## src/rtl/gfx_pkg.sv

```systemverilog
// Shared graphics types: pixel formats, pixel-arbiter FSM states and lane helpers.
// Lane helpers fold misaligned lane offsets back to lane 0 where the format cannot straddle.
package gfx_pkg;

    localparam int POINT_WIDTH   = 16;
    localparam int ADDRESS_WIDTH = 32;

    typedef enum logic [1:0] {
        BPP8  = 2'd0,
        BPP16 = 2'd1,
        BPP24 = 2'd2,
        BPP32 = 2'd3
    } color_depth_t;

    typedef enum logic [1:0] {
        IDLE = 2'd0,
        ADDR = 2'd1,
        BUS  = 2'd2,
        DONE = 2'd3
    } pixarb_state_t;

    // 24-bit pixels occupy a full 32-bit slot.
    function automatic logic [2:0] bytes_per_pixel(color_depth_t depth);
        logic [2:0] bpp;
        case (depth)
            BPP8:    bpp = 3'd1;
            BPP16:   bpp = 3'd2;
            default: bpp = 3'd4;
        endcase
        return bpp;
    endfunction

    function automatic logic [3:0] lane_sel(color_depth_t depth, logic [1:0] b);
        logic [3:0] sel;
        case (depth)
            BPP8:    sel = 4'b0001 << b;
            BPP16:   sel = b[0] ? 4'b0011 : (4'b0011 << b);
            BPP24:   sel = 4'b0111;
            default: sel = 4'b1111;
        endcase
        return sel;
    endfunction

    function automatic logic [31:0] lane_dat(color_depth_t depth, logic [31:0] c);
        logic [31:0] dat;
        case (depth)
            BPP8:    dat = {4{c[7:0]}};
            BPP16:   dat = {2{c[15:0]}};
            BPP24:   dat = {8'h00, c[23:0]};
            default: dat = c;
        endcase
        return dat;
    endfunction

endpackage

```

## src/rtl/gfx_rr_arbiter.sv

```systemverilog
// Round-robin picker: first asserted request at or after ptr_i, wrapping.
// Latency: combinational. Backpressure: none; ce_i low forces an empty grant.
// Pointer state is owned by the instantiating module.
module gfx_rr_arbiter #(
    parameter int NREQ = 3,
    parameter int IW   = (NREQ > 1) ? $clog2(NREQ) : 1
) (
    input  logic [NREQ-1:0] req_i,
    input  logic [IW-1:0]   ptr_i,
    input  logic            ce_i,
    output logic [NREQ-1:0] grant_o,
    output logic [IW-1:0]   idx_o
);

    int          k;
    logic [IW-1:0] kidx;
    logic        found;

    always_comb begin
        grant_o = '0;
        idx_o   = '0;
        found   = 1'b0;
        k       = 0;
        kidx    = '0;
        for (int i = 0; i < NREQ; i++) begin
            k = int'(ptr_i) + i;
            if (k >= NREQ) k = k - NREQ;
            kidx = IW'(k);
            if (ce_i && !found && req_i[kidx]) begin
                found         = 1'b1;
                grant_o[kidx] = 1'b1;
                idx_o         = kidx;
            end
        end
    end

endmodule

```

## src/rtl/gfx_pixel_arbiter.sv

```systemverilog
// Round-robin share of one 32-bit framebuffer write port; (x,y,colour) -> word address, lanes, data.
// Latency: req->ack_o in 4 cycles (IDLE, ADDR, BUS, DONE) with zero-wait m_ack_i; 1 pixel / 4 cycles.
// Backpressure: req_i held until ack_o; BUS waits on m_ack_i forever. GFX_CLIP_EN adds a clip rectangle.
module gfx_pixel_arbiter
    import gfx_pkg::*;
#(
    parameter int NREQ          = 3,
    parameter int point_width   = POINT_WIDTH,
    parameter int address_width = ADDRESS_WIDTH
) (
    input  logic                        clk_i,
    input  logic                        rst_ni,
    input  logic [NREQ-1:0]             req_i,
    input  logic [NREQ*point_width-1:0] x_i,
    input  logic [NREQ*point_width-1:0] y_i,
    input  logic [NREQ*32-1:0]          color_i,
    output logic [NREQ-1:0]             ack_o,
    input  logic [address_width-1:0]    base_i,
    input  logic [point_width-1:0]      pitch_i,
    input  color_depth_t                depth_i,
`ifdef GFX_CLIP_EN
    input  logic [point_width-1:0]      clip_x0_i,
    input  logic [point_width-1:0]      clip_y0_i,
    input  logic [point_width-1:0]      clip_x1_i,
    input  logic [point_width-1:0]      clip_y1_i,
`endif
    output logic                        m_cyc_o,
    output logic                        m_we_o,
    output logic [address_width-1:0]    m_adr_o,
    output logic [3:0]                  m_sel_o,
    output logic [31:0]                 m_dat_o,
    input  logic                        m_ack_i,
    output logic                        busy_o
);

    localparam int IW = (NREQ > 1) ? $clog2(NREQ) : 1;

    pixarb_state_t state_q, state_d;

    logic [IW-1:0]            ptr_q;
    logic [IW-1:0]            gidx_q;
    logic [NREQ-1:0]          gsel_q;
    logic [point_width-1:0]   x_q;
    logic [31:0]              col_q;
    logic [address_width-1:0] base_q;
    logic [address_width-1:0] row_q;
    color_depth_t             depth_q;

    logic [address_width-1:0] m_adr_q;
    logic [3:0]               m_sel_q;
    logic [31:0]              m_dat_q;

    logic [NREQ-1:0]          arb_gnt;
    logic [IW-1:0]            arb_idx;
    logic [point_width-1:0]   x_win;
    logic [point_width-1:0]   y_win;
    logic [31:0]              c_win;
    logic [address_width-1:0] adr_full;
    logic                     clip_out;

    gfx_rr_arbiter #(
        .NREQ (NREQ),
        .IW   (IW)
    ) u_rr (
        .req_i   (req_i),
        .ptr_i   (ptr_q),
        .ce_i    (state_q == IDLE),
        .grant_o (arb_gnt),
        .idx_o   (arb_idx)
    );

    assign x_win = x_i[arb_idx*point_width +: point_width];
    assign y_win = y_i[arb_idx*point_width +: point_width];
    assign c_win = color_i[arb_idx*32 +: 32];

    // The row product is registered at grant so ADDR only carries an add chain.
    assign adr_full = base_q + row_q
                    + address_width'(x_q) * address_width'(bytes_per_pixel(depth_q));

`ifdef GFX_CLIP_EN
    logic [point_width-1:0] y_q;

    always_ff @(posedge clk_i or negedge rst_ni) begin
        if (!rst_ni) begin
            y_q <= '0;
        end else if (state_q == IDLE && |req_i) begin
            y_q <= y_win;
        end
    end

    assign clip_out = (x_q < clip_x0_i) || (x_q > clip_x1_i) ||
                      (y_q < clip_y0_i) || (y_q > clip_y1_i);
`else
    assign clip_out = 1'b0;
`endif

    always_comb begin
        state_d = state_q;
        case (state_q)
            IDLE:    if (|req_i) state_d = ADDR;
            ADDR:    state_d = clip_out ? DONE : BUS;
            BUS:     if (m_ack_i) state_d = DONE;
            DONE:    state_d = IDLE;
            default: state_d = IDLE;
        endcase
    end

    always_ff @(posedge clk_i or negedge rst_ni) begin
        if (!rst_ni) begin
            state_q <= IDLE;
            ptr_q   <= '0;
            gidx_q  <= '0;
            gsel_q  <= '0;
            x_q     <= '0;
            col_q   <= '0;
            base_q  <= '0;
            row_q   <= '0;
            depth_q <= BPP8;
            m_adr_q <= '0;
            m_sel_q <= '0;
            m_dat_q <= '0;
        end else begin
            state_q <= state_d;
            case (state_q)
                IDLE: begin
                    if (|req_i) begin
                        gidx_q  <= arb_idx;
                        gsel_q  <= arb_gnt;
                        x_q     <= x_win;
                        col_q   <= c_win;
                        base_q  <= base_i;
                        depth_q <= depth_i;
                        row_q   <= address_width'(y_win) * address_width'(pitch_i);
                    end
                end
                ADDR: begin
                    m_adr_q <= {adr_full[address_width-1:2], 2'b00};
                    m_sel_q <= lane_sel(depth_q, adr_full[1:0]);
                    m_dat_q <= lane_dat(depth_q, col_q);
                end
                DONE: begin
                    ptr_q <= (gidx_q == IW'(NREQ - 1)) ? '0 : gidx_q + IW'(1);
                end
                default: ;
            endcase
        end
    end

    // Bus strobe and completion are state decodes so reset removes them without a clock.
    assign m_cyc_o = (state_q == BUS);
    assign m_we_o  = m_cyc_o;
    assign m_adr_o = m_adr_q;
    assign m_sel_o = m_sel_q;
    assign m_dat_o = m_dat_q;
    assign ack_o   = (state_q == DONE) ? gsel_q : '0;
    assign busy_o  = (state_q != IDLE);

endmodule
```

## config.mk

```make
export PLATFORM = sky130hd
export DESIGN_NAME = gfx_pixel_arbiter
export DESIGN_NICKNAME = d
export VERILOG_FILES = /design/src/rtl/gfx_pkg.sv /design/src/rtl/gfx_rr_arbiter.sv /design/src/rtl/gfx_pixel_arbiter.sv
export SDC_FILE = /design/constraint.sdc
export NUM_CORES = 1
export LEC_CHECK = 0
export CAP_MARGIN = 20
export CORE_UTILIZATION = 60
export CTS_BUF_LIST = sky130_fd_sc_hd__clkbuf_2
export CTS_CLUSTER_SIZE = 24
export DETAILED_ROUTE_END_ITERATION = 10
export DONT_BUFFER_PORTS = 1
export PLACE_DENSITY = 0.79
export SETUP_SLACK_MARGIN = 0.02
export SLEW_MARGIN = 20
export SYNTH_ARGS = -nofsm -noshare
export SYNTH_HDL_FRONTEND = slang
export SYNTH_SLANG_ARGS = --single-unit
export TNS_END_PERCENT = 20
```

## constraint.sdc

```tcl
create_clock -name clk_i -period 7.63 [get_ports clk_i]
set_input_delay 0.763 -clock clk_i [delete_from_list [all_inputs] [get_ports clk_i]]
set_output_delay 0.763 -clock clk_i [all_outputs]
set_load 0.005 [all_outputs]
```

==> flow_metrics.py, run 1 <==
metrics = {
    "synth": {
        "synth_area_um2": 20200,
        "synthDistinctLibCells": 66,
        "ys_seq_elements": 189,
        "synthFlopType": "dfrtp_1",
        "syn_inst": 2254,
        "synth-edff-count": 0,
        "synth_area_per_cell_um2": 8.98,
        "async_reset_ff_share_pct": 100,
        "yosysWarnings": 0,
        "ys_seq_area_share_pct": 23.4,
    },
    "floorplanning": {
        "die_y_um": 186,
        "initial_core_util_pct": 61.6,
        "dieArea_um2": 34500,
        "die_x_um": 186,
        "pin_count": 322,
        "num_rows": 66,
        "fp.coreArea_um2": 32900,
    },
    "setup_path": {
        "crit_fanout": 5,
        "ff2ff_setup_slack_ns": -0.05,
        "r2r-end": "row_q[17]$_DFFE_PN0P_",
        "critPathSlowestCell": "fa_1",
        "startpoint_type": "flop",
        "critPathArrivalTime_ns": 8.49,
        "end_kind": "flop",
        "crit_type": "reg -> reg",
        "reg2reg_depth": 34,
        "crit_required_ns": 8.44,
        "critPathMaxStageDelay_ns": 0.55,
        "r2r_start": "ptr_q[0]$_DFFE_PN0N_",
        "crit_top_cell": "fa_1",
    },
    "sta": {
        "min_period_ns": 7.68,
        "timing.clock.skew_ns": 0.0778,
        "whs_ns": 0.0601,
        "final.period_utilization_pct": 101,
        "slew_headroom_pct": 34.4,
        "slew_violations": 0,
        "worstMarginPinSlew_ns": 0.984,
        "fmax_mhz": 130,
        "rsz0062_at_grt": "true",
        "setup_ws_ns": -0.0466,
        "hold_viol": 0,
        "setup_violations": 1,
    },
    "route": {
        "wl_met2_um": 25000,
        "dr.first_iter.drc_count": 1425,
        "vias": 16300,
        "wl_met1_um": 22900,
        "first_pass_iters": 6,
        "wl_per_cell_um": 19.3,
        "ant_nets": 0,
        "wl_um": 53800,
        "dr_wl_met3_um": 4520,
        "drc": 0,
        "top_layer_used": "met5",
        "via_per_inst": 5.85,
    },
    "global_route": {
        "grt_pass1_wl_um": 82100,
        "grt_pass1_vias": 15700,
        "grt_start_max_net_pins": 190,
        "overflow": 0,
        "track_usage_pct": 30.7,
        "antenna_found_initial": 3,
    },
    "finish": {
        "design_area_um2": 22500,
        "areaGrowthSynthToFinish_pct": 11.2,
        "drive_gt1_share_pct": 11.1,
        "nets": 2975,
    },
    "worst_hold_path": {
        "hold_class": "in -> reg",
        "hp-start": "color_i[92]",
        "holdPathStages": 2,
        "hold_end": "col_q[28]$_DFFE_PN0P_",
    },
    "run": {
        "maxCapViolCount": 0,
    },
    "place": {
        "port_buffers": 0,
        "dp_hpwl_um": 41400,
        "post-place-ws_ns": -0.169,
        "placed_area_um2": 20800,
        "gp_congestion": 0.928,
    },
    "clock_tree": {
        "cts-root-buf": "clkbuf_2",
        "cts.sinks": 189,
        "cts_buffers": 17,
        "cts_tree": "yes",
        "worstSkewPairLatency_ns": 0.91,
        "cts.reportedPaths.clkPinSlew_ns": 0.32,
        "clockBufferDepth": 2,
        "htreeDepth": 4,
    },
    "status": {
        "status": "finished, violations left",
        "violations": "setup timing",
    },
}
[cells in the final DEF (no fill, tap or decap), types with 63 or more instances in the layout]
master / count
fa_1: 233
a21oi_1: 132
inv_1: 287
buf_4: 76
dfrtp_1: 189
mux2i_1: 63
ha_1: 143
dlygate4sd3_1: 63
nor2_1: 96
o21ai_0: 77
nand2_1: 417
and2_1: 124
[cell usage after synthesis, types with 4 or more instances]
| cell | n | area [um^2] |
|---|---|---|
| and3_1 | 9 | 56.3 |
| o21bai_1 | 12 | 90.1 |
| a21o_1 | 25 | 188 |
| buf_4 | 5 | 37.5 |
| and2_1 | 128 | 801 |
| dfrtp_1 | 189 | 4730 |
| nand4_1 | 6 | 37.5 |
| nor3_1 | 6 | 30.0 |
| nor2b_1 | 8 | 50.1 |
| xnor2_1 | 35 | 307 |
| xor2_1 | 15 | 131 |
| inv_1 | 296 | 1110 |
| clkbuf_1 | 69 | 259 |
| a211o_1 | 4 | 35.0 |
| a21boi_0 | 4 | 30.0 |
| o31ai_1 | 8 | 60.1 |
| a21oi_1 | 140 | 701 |
| buf_1 | 12 | 45.0 |
| buf_2 | 21 | 105 |
| o211ai_1 | 5 | 37.5 |
| mux2_2 | 33 | 372 |
| o21ai_1 | 18 | 90.1 |
| o21ai_0 | 85 | 425 |
| nand2b_1 | 4 | 25.0 |
| o21a_1 | 6 | 45.0 |
| nor2_1 | 100 | 375 |
| a221o_1 | 24 | 240 |
| ha_1 | 160 | 2000 |
| nand3_1 | 35 | 175 |
| nand2_1 | 423 | 1590 |
| buf_6 | 4 | 45.0 |
| mux2i_1 | 68 | 681 |
| a211oi_1 | 6 | 45.0 |
| fa_1 | 243 | 4860 |
[stage by stage]
stage / TNS [ns] / instances / util, %
after CTS: 0 / 2747 / 66.4
final: -0.0466 / 2781 / 68.5
after floorplan: 0 / 2255 / -
after global routing: -1.80 / 2781 / 68.5
after global placement: 0 / 2642 / 63.3
after detailed placement: -0.409 / 2642 / 63.3
[final cells by class]
| type | count | area [um^2] |
|---|---|---|
| Tap cell | 442 | 553 |
| Inverter | 296 | 1110 |
| Timing Repair Buffer | 159 | 1460 |
| Multi-Input combinational cell | 1661 | 14400 |
| Sequential cell | 189 | 4730 |
| Antenna cell | 2 | 5.00 |
| Fill cell | 2565 | 10400 |
| Clock buffer | 18 | 90.1 |
| Clock inverter | 14 | 121 |
[how the worst max path moves through the flow]
stage                                    start                     to  slack, ns
after detailed placement  ptr_q[1]$_DFFE_PN0N_  row_q[29]$_DFFE_PN0P_      -0.17
after global routing      ptr_q[0]$_DFFE_PN0N_  row_q[17]$_DFFE_PN0P_      -0.24
after global placement    ptr_q[1]$_DFFE_PN0N_  row_q[29]$_DFFE_PN0P_       0.10
after CTS                 ptr_q[1]$_DFFE_PN0N_  row_q[25]$_DFFE_PN0P_       0.02
final                     ptr_q[0]$_DFFE_PN0N_  row_q[17]$_DFFE_PN0P_      -0.05
after floorplan           ptr_q[1]$_DFFE_PN0N_  row_q[29]$_DFFE_PN0P_       0.04
[per-layer routing]
layer | up-vias | global-route usage [%]
li1 | 7390 | -
met1 | 8064 | 42.2
met2 | 701 | 48.3
met3 | 110 | 6.97
met4 | 4 | 9.28
met5 | - | 1.04
[cells by family (layout without fill, tap and decap cells)]
family / count (synthesis) / after routing / share of synthesized area (%)
compound gates: 376 / 376 / 11.6
xor+xnor: 50 / 50 / 2.16
other cells: 1 / 4 / 0.0185
mux: 101 / 101 / 5.20
fa+ha+maj: 403 / 403 / 33.9
buf+inv: 407 / 487 / 7.92
flops: 189 / 189 / 23.4
simple gates: 727 / 729 / 15.8
[flip-flops by register name (all words and copies together), names as in the netlist]
name,cells
base_q,32
col_q,32
m_dat_o,32
row_q,32
m_adr_o,30
x_q,16
m_sel_o,4
gsel_q,3
depth_q,2
gidx_q,2
ptr_q,2
state_q,2
[worst max-delay path, delay by kind of cell, from the launching register on]
kind | cells | cell delay, ns
adders and majority gates | 8 | 3.11
AOI/OAI and AO/OA | 8 | 1.48
buffers and inverters | 11 | 1.17
muxes | 3 | 0.65
and+or+nand+nor | 3 | 0.52
DFF | 1 | 0.49
xor gates and xnor gates | 1 | 0.16
[timing repair]
item	in CTS	in global routing
gates resized for setup	20	102
pin swaps	9	67
setup buffers	7	30
hold buffers	64	0
gates cloned	2	2
endpoints found under the setup margin	11	13
endpoints found under the hold margin	251	0
Power of run 1 is left out: the tool's default activity adds up to more than one toggle a clock period on the data nets, which glitch-free logic cannot reach.
==> run 2, diff against run 1 <==
--- a/config.mk
+++ b/config.mk
@@ -5,13 +5,13 @@
 export SDC_FILE = /design/constraint.sdc
 export NUM_CORES = 1
 export LEC_CHECK = 0
+export BUFFER_PORTS_ARGS = -buffer_cell sky130_fd_sc_hd__buf_2
 export CAP_MARGIN = 20
 export CORE_UTILIZATION = 60
 export CTS_BUF_LIST = sky130_fd_sc_hd__clkbuf_2
 export CTS_CLUSTER_SIZE = 24
 export DETAILED_ROUTE_END_ITERATION = 10
-export DONT_BUFFER_PORTS = 1
-export PLACE_DENSITY = 0.79
+export PLACE_DENSITY = 0.84
 export SETUP_SLACK_MARGIN = 0.02
 export SLEW_MARGIN = 20
 export SYNTH_ARGS = -nofsm -noshare
==> constraint.sdc (replaced) <==
create_clock -name clk_i -period 9.7 [get_ports clk_i]
set_input_delay 0.97 -clock clk_i [delete_from_list [all_inputs] [get_ports clk_i]]
set_output_delay 0.97 -clock clk_i [all_outputs]
set_load 0.005 [all_outputs]
==> run 2 against run 1 <==
  * The run now ends clean
  * Routed wire length grew 1.3%
  * Die area is the same
  * Critical path depth shrank 6
  * Fmax shrank 9.8%
  * Critical path type unchanged
  * Largest cell class unchanged
  * Highest routed layer is now met4
==> flow_metrics.py, run 2 (synthesized netlist as in run 1, its figures left out) <==
metrics = {
    "floorplanning": {
        "dieArea_um2": 34500,
        "pin_count": 322,
        "fp.coreArea_um2": 32900,
        "die_y_um": 186,
        "num_rows": 66,
        "initial_core_util_pct": 61.6,
        "die_x_um": 186,
    },
    "setup_path": {
        "crit_required_ns": 10.42,
        "path_delay_family": "adder cells",
        "r2r-end": "row_q[29]$_DFFE_PN0P_",
        "end_kind": "flop",
        "r2r_start": "ptr_q[1]$_DFFE_PN0N_",
        "reg2reg_depth": 28,
        "critPathMaxStageDelay_ns": 0.72,
        "path_buf_inv": 5,
        "crit_fanout": 16,
        "ff2ff_setup_slack_ns": 1.19,
        "crit_type": "reg -> reg",
        "startpoint_type": "flop",
        "critPathArrivalTime_ns": 9.23,
        "critPathSlowestCell": "o21ai_2",
    },
    "route": {
        "wl_per_cell_um": 18.4,
        "drc": 0,
        "dr.first_iter.drc_count": 1435,
        "wl_um": 54500,
        "via_per_inst": 5.73,
        "first_pass_iters": 6,
        "ant_nets": 0,
        "vias": 17000,
    },
    "place": {
        "placed_area_um2": 22200,
        "gp_congestion": 0.939,
        "dp_cells": 2929,
        "port_buffers": 319,
        "dp_hpwl_um": 43200,
    },
    "sta": {
        "rsz0062_at_grt": "false",
        "min_period_ns": 8.51,
        "slew_headroom_pct": 31.5,
        "hold_viol": 0,
        "timing.clock.skew_ns": 0.0392,
        "whs_ns": 0.256,
        "slew_violations": 0,
        "worstMarginPinSlew_ns": 1.02,
        "fmax_mhz": 118,
        "finalSetupTns_ns": 0,
        "setup_violations": 0,
        "final.period_utilization_pct": 87.7,
    },
    "clock_tree": {
        "cts_buffers": 17,
        "cts-root-buf": "clkbuf_2",
        "clockBufferDepth": 2,
        "worstSkewPairLatency_ns": 0.87,
        "post_cts_buffers": 0,
        "cts_tree": "yes",
        "postCtsResizedCells": 0,
        "cts.reportedPaths.clkPinSlew_ns": 0.29,
        "cts.sinks": 189,
        "htreeDepth": 4,
    },
    "finish": {
        "areaGrowthSynthToFinish_pct": 10.7,
        "instances_no_fill": 2968,
        "nets": 3158,
        "final_cell_mix": "nand2_1 (423), buf_2 (318), inv_1 (296)",
        "final_common_cell": "nand2_1",
        "drive_gt1_share_pct": 16.9,
        "design_area_um2": 22400,
        "fill_cells": 2668,
    },
    "worst_hold_path": {
        "hp-start": "depth_i[1]",
        "hold_end": "depth_q[1]$_DFFE_PN0P_",
        "holdPathStages": 3,
        "hold_class": "in -> reg",
    },
    "global_route": {
        "grt_start_max_net_pins": 88,
        "grt_pass1_wl_um": 84300,
        "overflow": 0,
        "antenna_found_initial": 3,
        "grt_pass1_vias": 16600,
        "track_usage_pct": 31.7,
    },
    "status": {
        "status": "finished clean",
    },
    "run": {
        "maxCapViolCount": 0,
    },
}
-- run 2: changes by cell type in the layout (fill, tap and decap cells not counted), moves of 10 or more --
cell,before,now
buf_6,16,0
ha_4,14,1
buf_2,1,318
fa_1,233,243
buf_4,76,24
ha_1,143,159
dlygate4sd3_1,63,1
fa_2,10,0
-- run 2: repair_timing --
item | 4_1_cts | 5_1_grt
hold buffers | 1 | 0
endpoints found under the setup margin | 0 | 0
hold endpoints to repair | 20 | 0
-- run 2: metrics by stage --
stage / util (%) / setup slack (ns)
2_1_floorplan: - / 1.94
3_3_place_gp: 67.4 / 1.28
3_5_place_dp: 67.4 / 1.17
4_1_cts: 68.2 / 1.28
5_1_grt: 68.2 / 0.717
6_report: 68.2 / 1.19
-- run 2: worst max path at each step --
stage | start | endpoint | slack, ns | depth (start not counted)
after global routing | ptr_q[1]$_DFFE_PN0N_ | row_q[29]$_DFFE_PN0P_ | 0.72 | 30
after global placement | req_i[2] | row_q[29]$_DFFE_PN0P_ | 1.28 | 25
after floorplan | req_i[1] | row_q[29]$_DFFE_PN0P_ | 1.94 | 29
after detailed placement | req_i[2] | row_q[29]$_DFFE_PN0P_ | 1.17 | 25
final | ptr_q[1]$_DFFE_PN0N_ | row_q[29]$_DFFE_PN0P_ | 1.19 | 28
after CTS | ptr_q[1]$_DFFE_PN0N_ | row_q[29]$_DFFE_PN0P_ | 1.28 | 28
-- run 2: worst reg2reg max path: cells and delay by family, from the launching register on --
kind	cells	cell delay (ns)
AOI/OAI and AO/OA	11	3.32
xor gates and xnor gates	1	0.16
adders and majority gates	8	3.44
buffers and inverters	5	0.33
DFF	1	0.47
muxes	2	0.43
and+or+nand+nor	1	0.21
-- run 2: layout make-up --
type,instances,area (um^2),area share [%]
diodes,6,15.0,0.0670
clock buffers,18,90.1,0.402
clock inverters,14,151,0.675
inverters,296,1110,4.96
multi-input cells,1659,14000,62.3
flip-flops and latches,189,4730,21.1
well taps,442,553,2.47
repair buffers,344,1800,8.01
-- run 2: metal layers --
metal / track usage (%) / share of wire, % / vias up
met5: 0 / 0 / -
met4: 10.2 / 2.6 / 0
met3: 4.97 / 7.7 / 106
met2: 49.7 / 46 / 785
met1: 45.3 / 43 / 8363
li1: - / - / 7753
Power of run 2 is left out for the same reason.
==> run 3, diff against run 2 <==
--- a/config.mk
+++ b/config.mk
@@ -7,11 +7,11 @@
 export LEC_CHECK = 0
 export BUFFER_PORTS_ARGS = -buffer_cell sky130_fd_sc_hd__buf_2
 export CAP_MARGIN = 20
-export CORE_UTILIZATION = 60
+export CORE_UTILIZATION = 25
 export CTS_BUF_LIST = sky130_fd_sc_hd__clkbuf_2
 export CTS_CLUSTER_SIZE = 24
 export DETAILED_ROUTE_END_ITERATION = 10
-export PLACE_DENSITY = 0.84
+export PLACE_DENSITY = 0.51
 export SETUP_SLACK_MARGIN = 0.02
 export SLEW_MARGIN = 20
 export SYNTH_ARGS = -nofsm -noshare
==> constraint.sdc (replaced) <==
create_clock -name clk_i -period 7.1 [get_ports clk_i]
set_input_delay 0.71 -clock clk_i [delete_from_list [all_inputs] [get_ports clk_i]]
set_output_delay 0.71 -clock clk_i [all_outputs]
set_load 0.005 [all_outputs]
==> run 3 against run 2 <==
  * The run now ends with setup timing left
  * First-iteration DRC count shrank 31%
  * Register-to-register slack got worse by 1.5 ns
  * Critical endpoint is now row_q[28]$_DFFE_PN0P_
  * Clock skew is 0.036 ns higher
==> flow_metrics.py, run 3 (synthesized netlist as in run 1, its figures left out) <==
metrics = {
    "finish": {
        "final_common_cell": "nand2_1",
        "design_area_um2": 25400,
        "multi_input_area_um2": 14300,
        "final_util_pct": 31.7,
        "regArea_um2": 4730,
        "instances_no_fill": 3782,
        "areaGrowthSynthToFinish_pct": 25.6,
        "final_cell_mix": "nand2_1 (423), buf_2 (318), inv_1 (292)",
        "fill_cells": 8470,
        "nets": 3359,
        "drive_gt1_share_pct": 22.5,
    },
    "route": {
        "first_pass_iters": 5,
        "wl_per_cell_um": 15.9,
        "ant_nets": 0,
        "vias": 16600,
        "wl_um": 60200,
        "via_per_inst": 4.39,
        "wl_met2_um": 28300,
        "drc": 0,
        "top_layer_used": "met4",
        "wl_met1_um": 29500,
        "dr.first_iter.drc_count": 988,
        "dr_wl_met3_um": 1540,
    },
    "sta": {
        "timing.clock.skew_ns": 0.0755,
        "rsz0062_at_grt": "true",
        "slew_violations": 0,
        "setup_ws_ns": -0.308,
        "setup_violations": 15,
        "slew_headroom_pct": 34.2,
        "hold_viol": 0,
        "min_period_ns": 7.41,
        "final.period_utilization_pct": 104,
        "fmax_mhz": 135,
        "worstMarginPinSlew_ns": 0.985,
    },
    "worst_hold_path": {
        "hold_class": "in -> reg",
        "holdPathStages": 3,
    },
    "floorplanning": {
        "pin_count": 322,
        "die_y_um": 287,
        "num_rows": 104,
        "die_x_um": 287,
        "fp.coreArea_um2": 80300,
        "dieArea_um2": 82100,
        "initial_core_util_pct": 25.2,
    },
    "setup_path": {
        "critPathSlowestCell": "fa_1",
        "ff2ff_setup_slack_ns": -0.31,
        "end_kind": "flop",
        "crit_type": "reg -> reg",
        "critPathArrivalTime_ns": 8.21,
        "crit_required_ns": 7.90,
        "crit_fanout": 8,
        "reg2reg_depth": 33,
        "crit_top_cell": "fa_1",
        "critPathMaxStageDelay_ns": 0.52,
        "startpoint_type": "flop",
    },
    "run": {
        "maxCapViolCount": 0,
    },
    "clock_tree": {
        "cts-root-buf": "clkbuf_2",
        "worstSkewPairLatency_ns": 0.91,
        "cts.reportedPaths.clkPinSlew_ns": 0.35,
        "cts_buffers": 17,
        "clockBufferDepth": 2,
        "cts.sinks": 189,
        "cts_tree": "yes",
        "htreeDepth": 4,
    },
    "global_route": {
        "grt_pass1_wl_um": 94400,
        "grt_pass1_vias": 16700,
        "antenna_found_initial": 1,
        "track_usage_pct": 14.6,
        "grt_start_max_net_pins": 74,
        "overflow": 0,
    },
    "place": {
        "gp_congestion": 0.864,
        "placed_area_um2": 24100,
        "dp_hpwl_um": 49700,
        "dp_cells": 3662,
        "port_buffers": 319,
    },
    "status": {
        "status": "finished, violations left",
        "violations": "setup timing",
    },
}
run 3: changes by cell type in the layout (fill, tap and decap cells not counted), moves of 6 or more:
cell           delta
buf_4           +112
ha_4             +10
o21ai_0           -6
buf_12           +11
mux2i_1           -6
o21ai_2           +8
o21ai_1           -7
dlygate4sd3_1    +74
ha_1             -11
run 3: worst max-delay path, delay by kind of cell (launching register included):
kind / cells / cell delay (ns)
muxes: 3 / 0.77
buffers and inverters: 9 / 0.83
DFF: 1 / 0.49
and+or+nand+nor: 1 / 0.15
adders and majority gates: 8 / 3.37
AOI/OAI and AO/OA: 12 / 1.68
run 3: metal layers:
| layer | GRT usage [%] | vias to the layer above |
|---|---|---|
| li1 | - | 8177 |
| met1 | 21.0 | 8093 |
| met2 | 23.7 | 282 |
| met3 | 1.55 | 47 |
| met4 | 3.01 | 0 |
| met5 | 0 | - |
run 3: layout make-up:
type / count / area share (%)
sequential: 189 / 18.6
multi-input combinational: 1659 / 56.4
antenna: 1 / 0.00984
clock buffer: 18 / 0.354
timing repair buffer: 545 / 14.3
inverter: 296 / 4.37
clock inverter: 14 / 0.763
tap: 1060 / 5.22
run 3: repair_timing:
| item | CTS | global route |
|---|---|---|
| pin swaps | 7 | 6 |
| hold buffers | 75 | 0 |
| endpoints found under the setup margin | 17 | 19 |
| resized for setup | 32 | 12 |
| setup buffers | 12 | 0 |
| hold endpoints to repair | 142 | 0 |
run 3: stage by stage:
| stage | setup TNS (ns) | worst slack, ns | hold slack (ns) |
|---|---|---|---|
| 2_1_floorplan | 0 | 0.0184 | 0.414 |
| 3_3_place_gp | -3.57 | -0.360 | 0.456 |
| 3_5_place_dp | -4.73 | -0.440 | 0.456 |
| 4_1_cts | -3.78 | -0.357 | 0.00145 |
| 5_1_grt | -9.88 | -0.712 | 0.0186 |
| 6_report | -2.95 | -0.308 | 0.114 |
run 3: final timing paths:
check,endpoint,startpoint
setup / recovery,row_q[28]$_DFFE_PN0P_,ptr_q[1]$_DFFE_PN0N_
hold / removal,col_q[2]$_DFFE_PN0P_,color_i[66]
setup reg to reg,row_q[28]$_DFFE_PN0P_,ptr_q[1]$_DFFE_PN0N_
hold reg to reg,ptr_q[0]$_DFFE_PN0N_,gidx_q[0]$_DFFE_PN0P_
max in group asynchronous,base_q[30]$_DFFE_PN0P_,rst_ni
min in group asynchronous,m_dat_o[28]$_DFFE_PN0N_,rst_ni
Power of run 3 is left out for the same reason.
